==> src/rtl/seq1010_scan_scheduler.sv <==
// seq1010_scan_scheduler: round-robin sharing of one external 1010 detector between
// two word requesters; each granted word is shifted in MSB-first and its hits counted.
module seq1010_scan_scheduler #(
    parameter int WORD_W = 8,
    parameter int CNT_W  = $clog2(WORD_W + 1)
) (
    input  logic              clk,
    input  logic              resetn,
    input  logic [1:0]        req,
    input  logic [WORD_W-1:0] req_word0,
    input  logic [WORD_W-1:0] req_word1,
    output logic [1:0]        ack,
    output logic              det_rstn,
    output logic              det_data,
    input  logic              det_hit,
    output logic              res_valid,
    input  logic              res_ready,
    output logic              res_id,
    output logic [CNT_W-1:0]  res_count,
    output logic              busy
);
    localparam int IW = $clog2(WORD_W);
    localparam logic [IW-1:0] LAST_BIT = IW'(WORD_W - 1);
    typedef enum logic [2:0] {IDLE, CLR, SHIFT, DRAIN, RESULT} state_t;
    state_t state, state_nxt;
    logic [WORD_W-1:0] sreg;
    logic [IW-1:0] bit_idx;
    logic [CNT_W-1:0] hit_cnt, hit_nxt;
    logic grant, last_grant, pick, sample, start;
    always_comb begin
        start = state == IDLE && req != 2'b00;
        pick = (req == 2'b11) ? ~last_grant : req[1];
        // the first SHIFT cycle only reflects the cleared detector, so it is not counted
        sample = (state == SHIFT && bit_idx != '0) || state == DRAIN;
        hit_nxt = (sample && det_hit && hit_cnt != '1) ? hit_cnt + 1'b1 : hit_cnt;
        state_nxt = state;
        case (state)
            IDLE:    state_nxt = start ? CLR : IDLE;
            CLR:     state_nxt = SHIFT;
            SHIFT:   state_nxt = (bit_idx == LAST_BIT) ? DRAIN : SHIFT;
            DRAIN:   state_nxt = RESULT;
            RESULT:  state_nxt = res_ready ? IDLE : RESULT;
            default: state_nxt = IDLE;
        endcase
    end
    assign res_valid = state == RESULT;
    assign busy = state != IDLE;
    always_ff @(posedge clk or negedge resetn) begin
        if (!resetn) begin
            state <= IDLE;
            ack <= 2'b00;
            det_rstn <= 1'b0;
            det_data <= 1'b0;
            res_id <= 1'b0;
            res_count <= '0;
            last_grant <= 1'b1;
            grant <= 1'b0;
            sreg <= '0;
            bit_idx <= '0;
            hit_cnt <= '0;
        end else begin
            state <= state_nxt;
            ack <= start ? (pick ? 2'b10 : 2'b01) : 2'b00;
            det_rstn <= state_nxt != CLR;
            det_data <= (state_nxt == SHIFT) && sreg[WORD_W-1];
            hit_cnt <= (state == CLR) ? '0 : hit_nxt;
            bit_idx <= (state == SHIFT) ? bit_idx + 1'b1 : '0;
            if (start) begin
                grant <= pick;
                sreg <= pick ? req_word1 : req_word0;
            end else if (state_nxt == SHIFT) begin
                sreg <= sreg << 1;
            end
            if (state == DRAIN) begin
                res_id <= grant;
                res_count <= hit_nxt;
            end
            if (state == RESULT && res_ready) last_grant <= grant;
        end
    end
endmodule

==> config.mk <==
export PLATFORM = sky130hd
export DESIGN_NAME = seq1010_scan_scheduler
export DESIGN_NICKNAME = d
export VERILOG_FILES = /design/src/rtl/seq1010_scan_scheduler.sv
export SDC_FILE = /design/constraint.sdc
export NUM_CORES = 1
export LEC_CHECK = 0
export ABC_CLOCK_PERIOD_IN_PS = 2000
export BUFFER_PORTS_ARGS = -buffer_cell sky130_fd_sc_hd__buf_2
export CORE_MARGIN = 10
export CORE_UTILIZATION = 43
export CTS_CLUSTER_SIZE = 14
export DETAILED_ROUTE_END_ITERATION = 6
export PLACE_DENSITY = 0.65
export RECOVER_POWER = 100
export SKIP_LAST_GASP = 1
export SLEW_MARGIN = 20
export SYNTH_ARGS = -nofsm -noshare
export SYNTH_HDL_FRONTEND = slang
export SYNTH_SLANG_ARGS = --single-unit
==> constraint.sdc <==
create_clock -name clk -period 2 [get_ports clk]
set_input_delay 0.2 -clock clk [delete_from_list [all_inputs] [get_ports clk]]
set_output_delay 0.2 -clock clk [all_outputs]
set_load 0.005 [all_outputs]
== Word-level counts from Yosys, hierarchy flattened ==
Index checks and enable logic that the tools add are counted.

* Add/sub/neg operators: 2
* Multiply operators: 0
* Div/mod/pow operators: 0
* Magnitude comparators: 0
* Eq/ne operators: 9
* Shift-type cells: 0
* Mux-type cells: 13
* Bitwise gates (word level): 1
* Reductions and logical operators: 12

{| class="wikitable"
|+ Operators with widths
! kind !! number
|-
| 8-bit 2-to-1 mux || 3
|-
| 3-bit case mux with 5 select lines || 1
|-
| 3-bit by 2-bit == test with 1-bit output (second input constant) || 3
|-
| 4-bit 2-to-1 mux || 2
|-
| 3-bit == test (second input constant) || 2
|-
| 1-bit logical AND || 6
|-
| 3-bit 2-to-1 mux || 2
|-
| 3-bit nonzero test || 2
|-
| 4-bit by 1-bit adder with 4-bit output (second input constant) || 1
|-
| 2-bit 2-to-1 mux || 2
|-
| 4-bit != test (second input constant) || 1
|-
| 2-bit nonzero test || 2
|-
| 3-bit by 1-bit adder with 3-bit output (second input constant) || 1
|-
| 3-bit by 1-bit == test with 1-bit output (second input constant) || 1
|-
| 3-bit logical NOT || 1
|-
| 1-bit 2-to-1 mux || 3
|-
| 3-bit by 1-bit != test with 1-bit output (second input constant) || 1
|-
| 2-bit == test (second input constant) || 1
|-
| 1-bit logical OR || 1
|-
| 1-bit NOT || 1
|}

* Register bits after elaboration: 29
* Latch bits: 0
* Bits in writable memories: 0
* ROM bits: 0
* Input bits: 22
* Logic and storage cells: 48
* Memories: 0

== Logic depth before layout (Yosys ltp) ==
Gate-level depths: netlist (run 1).

* Depth in word-level cells: 7
* Gate-level depth with buffers: 5
* Depth with buffers taken out: 5

== Worst setup path after synthesis (run 1) ==
No wires, ideal clock.

* Path type: reg2reg
* From: register bit_idx[0]
* To: register sreg[6]
* Arrival: 1.537 ns
* Slack: 0.319 ns
* Stages on the path, launching flop included: 6
* Buffers on the path: 0
* Period minus slack after synthesis: 1.681 ns
* Cell sequence: dfrtp_1 ha_1 ha_1 nor4b_2 a211o_1 a41oi_1

* Cells in the longest elaborated chain, start to end: 5

{| class="wikitable"
|+ Ends and longest elaborated chain
! what !! line !! source
|-
| from (decl) || 27 || <nowiki>logic [IW-1:0] bit_idx;</nowiki>
|-
| from (signal assigned) || 67 || <nowiki>bit_idx <= (state == SHIFT) ? bit_idx + 1'b1 : '0;</nowiki>
|-
| 3-bit == test || 40 || <nowiki>SHIFT: state_nxt = (bit_idx == LAST_BIT) ? DRAIN : SHIFT;</nowiki>
|-
| 1-bit 2-to-1 mux || 40 ||
|-
| 3-bit case mux with 5 select lines || 37 || <nowiki>case (state)</nowiki>
|-
| 3-bit by 2-bit == test with 1-bit output || 71 || <nowiki>end else if (state_nxt == SHIFT) begin</nowiki>
|-
| 2-bit nonzero test (no source line) || n/a ||
|-
| to (signal assigned) || 70 || <nowiki>sreg <= pick ? req_word1 : req_word0;</nowiki>
|-
| to (signal assigned) || 72 || <nowiki>sreg <= sreg << 1;</nowiki>
|-
| to (decl) || 26 || <nowiki>logic [WORD_W-1:0] sreg;</nowiki>
|}

No other way between the ends.
A chain may end at the register's enable or synchronous reset.

== Final worst setup path (run 1) ==
* From: register state[2]
* To: output busy

* Cells in the longest elaborated chain, start to end: 1

{| class="wikitable"
|+ Ends and longest elaborated chain
! what !! line !! source
|-
| from (decl) || 25 || <nowiki>state_t state, state_nxt;</nowiki>
|-
| from (signal assigned) || 62 || <nowiki>state <= state_nxt;</nowiki>
|-
| 3-bit nonzero test || 47 || <nowiki>assign busy = state != IDLE;</nowiki>
|-
| to (decl) || 20 || <nowiki>output logic busy</nowiki>
|}

No other way between the ends.

==> flow_summary.ini, run 1 <==
[drt]
drt_iter0_markers = 76
viasPerCell = 5.70
postRouteWirelength_um = 3660
route.detailed.drc = 0
post_drt_wl_per_cell_um = 15.9
dr_total_vias = 1310
drtAntennaViolNets = 0
dr.pass1.iters = 4

[grt]
antenna_found_initial = 0
grt_overflow = 0
grt_max_degree = 30
grt_pass1_vias = 1381
grt_pass1_wl_um = 6310
grt_usage = 0.121

[die]
die_x_um = 80.5
dieArea_mm2 = 0.00647
start_util = 0.457
ios = 33
die_h_um = 80.5
rows = 21
core_region_area_mm2 = 0.00344

[pwr]
power_density_mw_per_mm2 = 1480
swShare = 0.392
switchingPower_w = 0.00106
p_leak_nw = 0.826
power_w = 0.00271
pwr-share-comb = 0.422
pwr-share-seq = 0.384
internal-power_w = 0.00165
ir_worst_vdd_uv = 678
clockPowerShare = 0.194

[synth]
synthArstFlopShare = 1.00
synthCells = 147
syn_nets = 173
ys_types = 46
yosysSeqAreaShare = 0.463
syn_area_per_cell_um2 = 10.7
synth-edff-count = 0
synth_seq_cells = 29
synth-main-ff-cell = dfrtp_1
ys_warn_count = 0
syn-cell-area_mm2 = 0.00157

[timing]
hold_ws_ns = 0.169
setup_viol = 0
fin_crit_ns = 1.80
slew_viol_final = 0
slew-limit-headroom = 0.518
worst_pin_slew_ns = 0.723
tns_ns = 0
hold_viol_final = 0
fmax_mhz = 554
layout_setup_ws_ns = 0.195
finalCritPeriodShare = 0.902
rsz0062_at_grt = no
skew_ns = 0.00397

[clock_network]
cts.sink_count = 29
clkTransAtPathRegs_ns = 0.06
clk_latency_ns = 0.27
htreeDepth = 2
cts_made_buffers = 5
post_cts_buffers = 0
clock_path_buffers = 2
cts_tree = done
root_buffer = clkbuf_8

[setup_path]
arrival_ns = 1.60
worstPathRequired_ns = 1.80
critPathLaunchType = flip-flop
end_kind = primary output
timing.rr.start = state[0]$_DFF_PN0_
path_class = reg2out
cp_max_fo = 11
crit_start = state[2]$_DFF_PN0_

[placed_design]
dp_hpwl_um = 2830
pre_cts_ws_ns = 0.315
place_congestion = 0.880
portBuffers = 32

[finish]
num-fill-cells = 315
multi_input_area_um2 = 734
drive_above_1_share = 0.245
seq_area_um2 = 727
n_antenna_cell = 0
syn_to_final_growth_pct = 16.6
nNetsFinal = 209

[job]
maxCapViolCount = 0

[min_path]
min-delay-start = req_word1[0]
hold_path_class = in2reg

[run_status]
outcome = finished clean
## critical path, stage by stage, from the launching register on
cell     delay, ns
dfrtp_1       0.51
nor3_4        0.42
inv_1         0.22
buf_2         0.18
## synthesized netlist by cell type (4+ instances only)
cell,number,share of area
a2111oi_0,7,0.039
a41oi_1,7,0.039
buf_6,5,0.036
dfrtp_1,28,0.45
ha_1,4,0.032
nand2_1,12,0.029
nand3_1,9,0.029
nand4_1,10,0.040
nor2_1,5,0.012
o21ai_1,4,0.013
o31ai_1,4,0.019
## per-layer routing
layer,GRT usage,part of all wire,routed length [um]
met1,0.141,0.44,1610
met2,0.193,0.48,1750
met3,0.0390,0.069,252
met4,0.0651,0.014,52
met5,0,0,0
## metrics by stage
stage / utilization / cells / area (um^2)
4_1_cts: 0.540 / 230 / 1860
2_1_floorplan: - / 147 / 1570
6_report: 0.533 / 230 / 1830
3_3_place_gp: 0.508 / 221 / 1750
3_5_place_dp: 0.508 / 221 / 1750
5_1_grt: 0.533 / 230 / 1830
## sequential cells by signal, indices dropped and copies added, names as in the netlist
signal	flops
ack	2
res_id	1
sreg	8
hit_cnt	4
res_count	4
grant	1
bit_idx	3
det_rstn	1
state	3
det_data	1
last_grant	1
## final timing paths
kind	end	slack (ns)	cells past startpoint
worst max-delay path	busy	0.20	3
worst min-delay path	sreg[0]$_DFFE_PN0P_	0.17	3
worst max register to register	sreg[2]$_DFFE_PN0P_	0.30	4
worst min register to register	bit_idx[0]$_DFF_PN0_	0.47	1
max in group asynchronous	hit_cnt[3]$_DFF_PN0_	1.02	2
min in group asynchronous	sreg[1]$_DFFE_PN0P_	0.51	2
## timing repair
item | 4_1_cts | 5_1_grt
gates resized for setup | 0 | 0
hold endpoints to repair | 28 | 0
endpoints found under the setup margin | 0 | 0
hold buffers | 1 | 0
## placed cells by master, fill, tap and decap left out, types with 2 or more instances in the layout
master / Yosys / routed
and3_1: 3 / 3
a21oi_1: 3 / 3
and3b_1: 2 / 2
a2111oi_0: 7 / 7
nor3b_1: 2 / 4
o31ai_1: 4 / 4
nor2_1: 5 / 5
nand2_1: 12 / 13
inv_1: 3 / 4
clkbuf_8: 0 / 7
clkbuf_2: 0 / 2
o21ai_0: 3 / 3
o21ai_1: 4 / 4
buf_2: 0 / 25
nand4_1: 10 / 10
nand3_1: 9 / 9
ha_1: 4 / 4
nand2b_1: 2 / 2
a31oi_1: 3 / 3
dfrtp_1: 28 / 28
a41oi_1: 7 / 7
buf_4: 2 / 4
clkbuf_1: 1 / 6
and2_0: 0 / 3
## layout make-up
class                      instances  share of cell area
multi-input combinational        105               0.401
sequential                        29               0.397
timing repair buffer              38               0.108
clock buffer                       7              0.0526
tap                               46              0.0314
inverter                           4             0.00819
clock inverter                     1             0.00273
## power groups by stage
| stage | logic [W] | clock network (W) | registers [W] |
|---|---|---|---|
| floorplan | 0.000967 | 0 | 0.000952 |
| global placement | 0.00115 | 0 | 0.00104 |
| detailed placement | 0.00119 | 0 | 0.00105 |
| CTS | 0.00119 | 0.000540 | 0.00105 |
| global route | 0.00130 | 0.000568 | 0.00108 |
| finish | 0.00114 | 0.000526 | 0.00104 |
## cells by family (layout without fill, tap and decap cells)
family / count (synthesis) / in the layout / share of synthesized area
compound gates: 36 / 36 / 0.170
fa+ha+maj: 4 / 4 / 0.0318
flops: 29 / 29 / 0.463
simple gates: 63 / 63 / 0.262
buf+inv: 13 / 50 / 0.0597
mux: 2 / 2 / 0.0135
Power figures use the tool's default switching activity.
==> run 2: changes to the inputs <==
CELL_PAD_IN_SITES_DETAIL_PLACEMENT = 1   (was not set)
CELL_PAD_IN_SITES_GLOBAL_PLACEMENT = 1   (was not set)
CORE_UTILIZATION = 41   (was 43)
PLACE_DENSITY = not set   (was 0.65)
PLACE_DENSITY_LB_ADDON = 0.1   (was not set)
==> run 2 against run 1 <==
Net effect: design area fell by 0.96%; critical path depth up 3; count of clock-buffer cells in the layout down 2; non-clock buffer count decreased by 1; sequential share of layout area increased by 0.38 points; via count up 0.76%; critical endpoint is now sreg[7]$_DFFE_PN0P_; fmax up 0.28%; combinational power about the same.
==> flow_summary.ini, run 2 (synthesis results as in run 1) <==
[grt]
grt_pass1_wl_um = 7220
grt_overflow = 0
antenna_found_initial = 0
grt_pass1_vias = 1464
grt_max_degree = 30
grt_usage = 0.139

[drt]
route.detailed.drc = 0
dr_total_vias = 1320
post_drt_wl_per_cell_um = 18.1
drt_iter0_markers = 67
dr.pass1.iters = 4
viasPerCell = 5.71
postRouteWirelength_um = 4180
drtAntennaViolNets = 0

[timing]
slew-limit-headroom = 0.513
slew_viol_final = 0
fmax_mhz = 556
rsz0062_at_grt = no
fin_crit_ns = 1.80
setup_viol = 0
hold_viol_final = 0
skew_ns = 0.00435
finalCritPeriodShare = 0.900
worst_pin_slew_ns = 0.730
tns_ns = 0

[clock_network]
htreeDepth = 2
cts_made_buffers = 5
cts_tree = done
root_buffer = clkbuf_8
clkTransAtPathRegs_ns = 0.07
post_cts_buffers = 0
cts_resized = 0
cts.sink_count = 29
clock_path_buffers = 2
cts_hold_buf = 1
clk_latency_ns = 0.28

[min_path]
min_to = state[2]$_DFF_PN0_
min-delay-start = res_ready
min_path_cells = 3
hold_path_class = in2reg

[setup_path]
cp_max_fo = 7
path_class = reg2reg
critPathLaunchType = flip-flop
critical_path.cell_chain = ha_1, ha_1, nor4b_2, clkbuf_2, a2111oi_0, a41oi_1
slowest_stage = a2111oi_0
arrival_ns = 1.93
end_kind = flip-flop
timing.rr.start = bit_idx[0]$_DFF_PN0_
rr_endpoint = sreg[7]$_DFFE_PN0P_
worstPathRequired_ns = 2.13
cpPeakStageDelay_ns = 0.57
ff2ff_path_depth = 6
crit_top_cell = ha_1
r2r_slack_ns = 0.20

[die]
die_h_um = 81.9
ios = 33
dieArea_mm2 = 0.00671
core_region_area_mm2 = 0.00369
rows = 22
start_util = 0.426
die_x_um = 81.9

[finish]
largest_register = sreg
nNetsFinal = 208
drive_above_1_share = 0.246
layout_commonest_cell = dfrtp_1
syn_to_final_growth_pct = 15.5
reg_top3 = sreg (8), hit_cnt (4), res_count (4)
design_area_mm2 = 0.00182
n_antenna_cell = 0
largest_register_ffs = 8
final_cell_mix = dfrtp_1 (28), buf_2 (26), nand2_1 (13)

[pwr]
power_density_mw_per_mm2 = 1480
p_leak_nw = 0.813
ir_worst_vdd_uv = 579

[placed_design]
dpl_cell_area_mm2 = 0.00174
place_congestion = 0.828
dp_hpwl_um = 3190
portBuffers = 32

[run_status]
outcome = finished clean

[job]
maxCapViolCount = 0
run 2: worst max-delay path by stage:
stage	start	endpoint	slack (ns)	depth (start not counted)
2_1_floorplan	bit_idx[0]$_DFF_PN0_	sreg[6]$_DFFE_PN0P_	0.32	5
3_3_place_gp	bit_idx[0]$_DFF_PN0_	sreg[6]$_DFFE_PN0P_	0.35	5
3_5_place_dp	bit_idx[0]$_DFF_PN0_	sreg[6]$_DFFE_PN0P_	0.23	6
4_1_cts	bit_idx[0]$_DFF_PN0_	sreg[6]$_DFFE_PN0P_	0.22	6
5_1_grt	bit_idx[0]$_DFF_PN0_	sreg[6]$_DFFE_PN0P_	0.09	6
6_report	bit_idx[0]$_DFF_PN0_	sreg[7]$_DFFE_PN0P_	0.20	6
run 2: layer usage:
layer	wire, um	GRT usage	up-vias
li1	-	-	642
met1	1780	0.154	634
met2	2040	0.230	37
met3	273	0.0502	7
met4	92	0.0680	0
met5	0	0	-
run 2: power by group:
part           switching [W]  total [W]  internal, W
Sequential          0.000211    0.00104     0.000832
Clock               0.000237   0.000477     0.000240
Combinational       0.000675    0.00116     0.000490
Total                0.00112    0.00268      0.00156
run 2: area by class of cell:
class	instances	area, um^2
Clock buffer	5	68.8
Clock inverter	3	17.5
Fill cell	436	1870
Inverter	4	15.0
Multi-Input combinational cell	105	739
Sequential cell	29	727
Tap cell	48	60.1
Timing Repair Buffer	37	188
run 2: stage by stage:
| stage | util | hold slack, ns | setup WS [ns] | cells | total power, W |
|---|---|---|---|---|---|
| after global placement | 0.473 | 0.262 | 0.351 | 222 | 0.00220 |
| after global routing | 0.492 | 0.182 | 0.0900 | 231 | 0.00291 |
| after floorplan | - | -0.0956 | 0.319 | 147 | 0.00192 |
| after CTS | 0.499 | 0.172 | 0.220 | 231 | 0.00277 |
| after detailed placement | 0.473 | 0.270 | 0.228 | 222 | 0.00228 |
| final | 0.492 | 0.175 | 0.200 | 231 | 0.00268 |
run 2: worst max-delay path: cells and delay by family (launching register included):
kind	cells	cell delay [ns]
AO/OA/AOI/OAI	2	0.67
adder cells (fa/ha/maj)	2	0.36
buffers and inverters	1	0.17
flip-flops	1	0.38
AND/OR/NAND/NOR	1	0.07
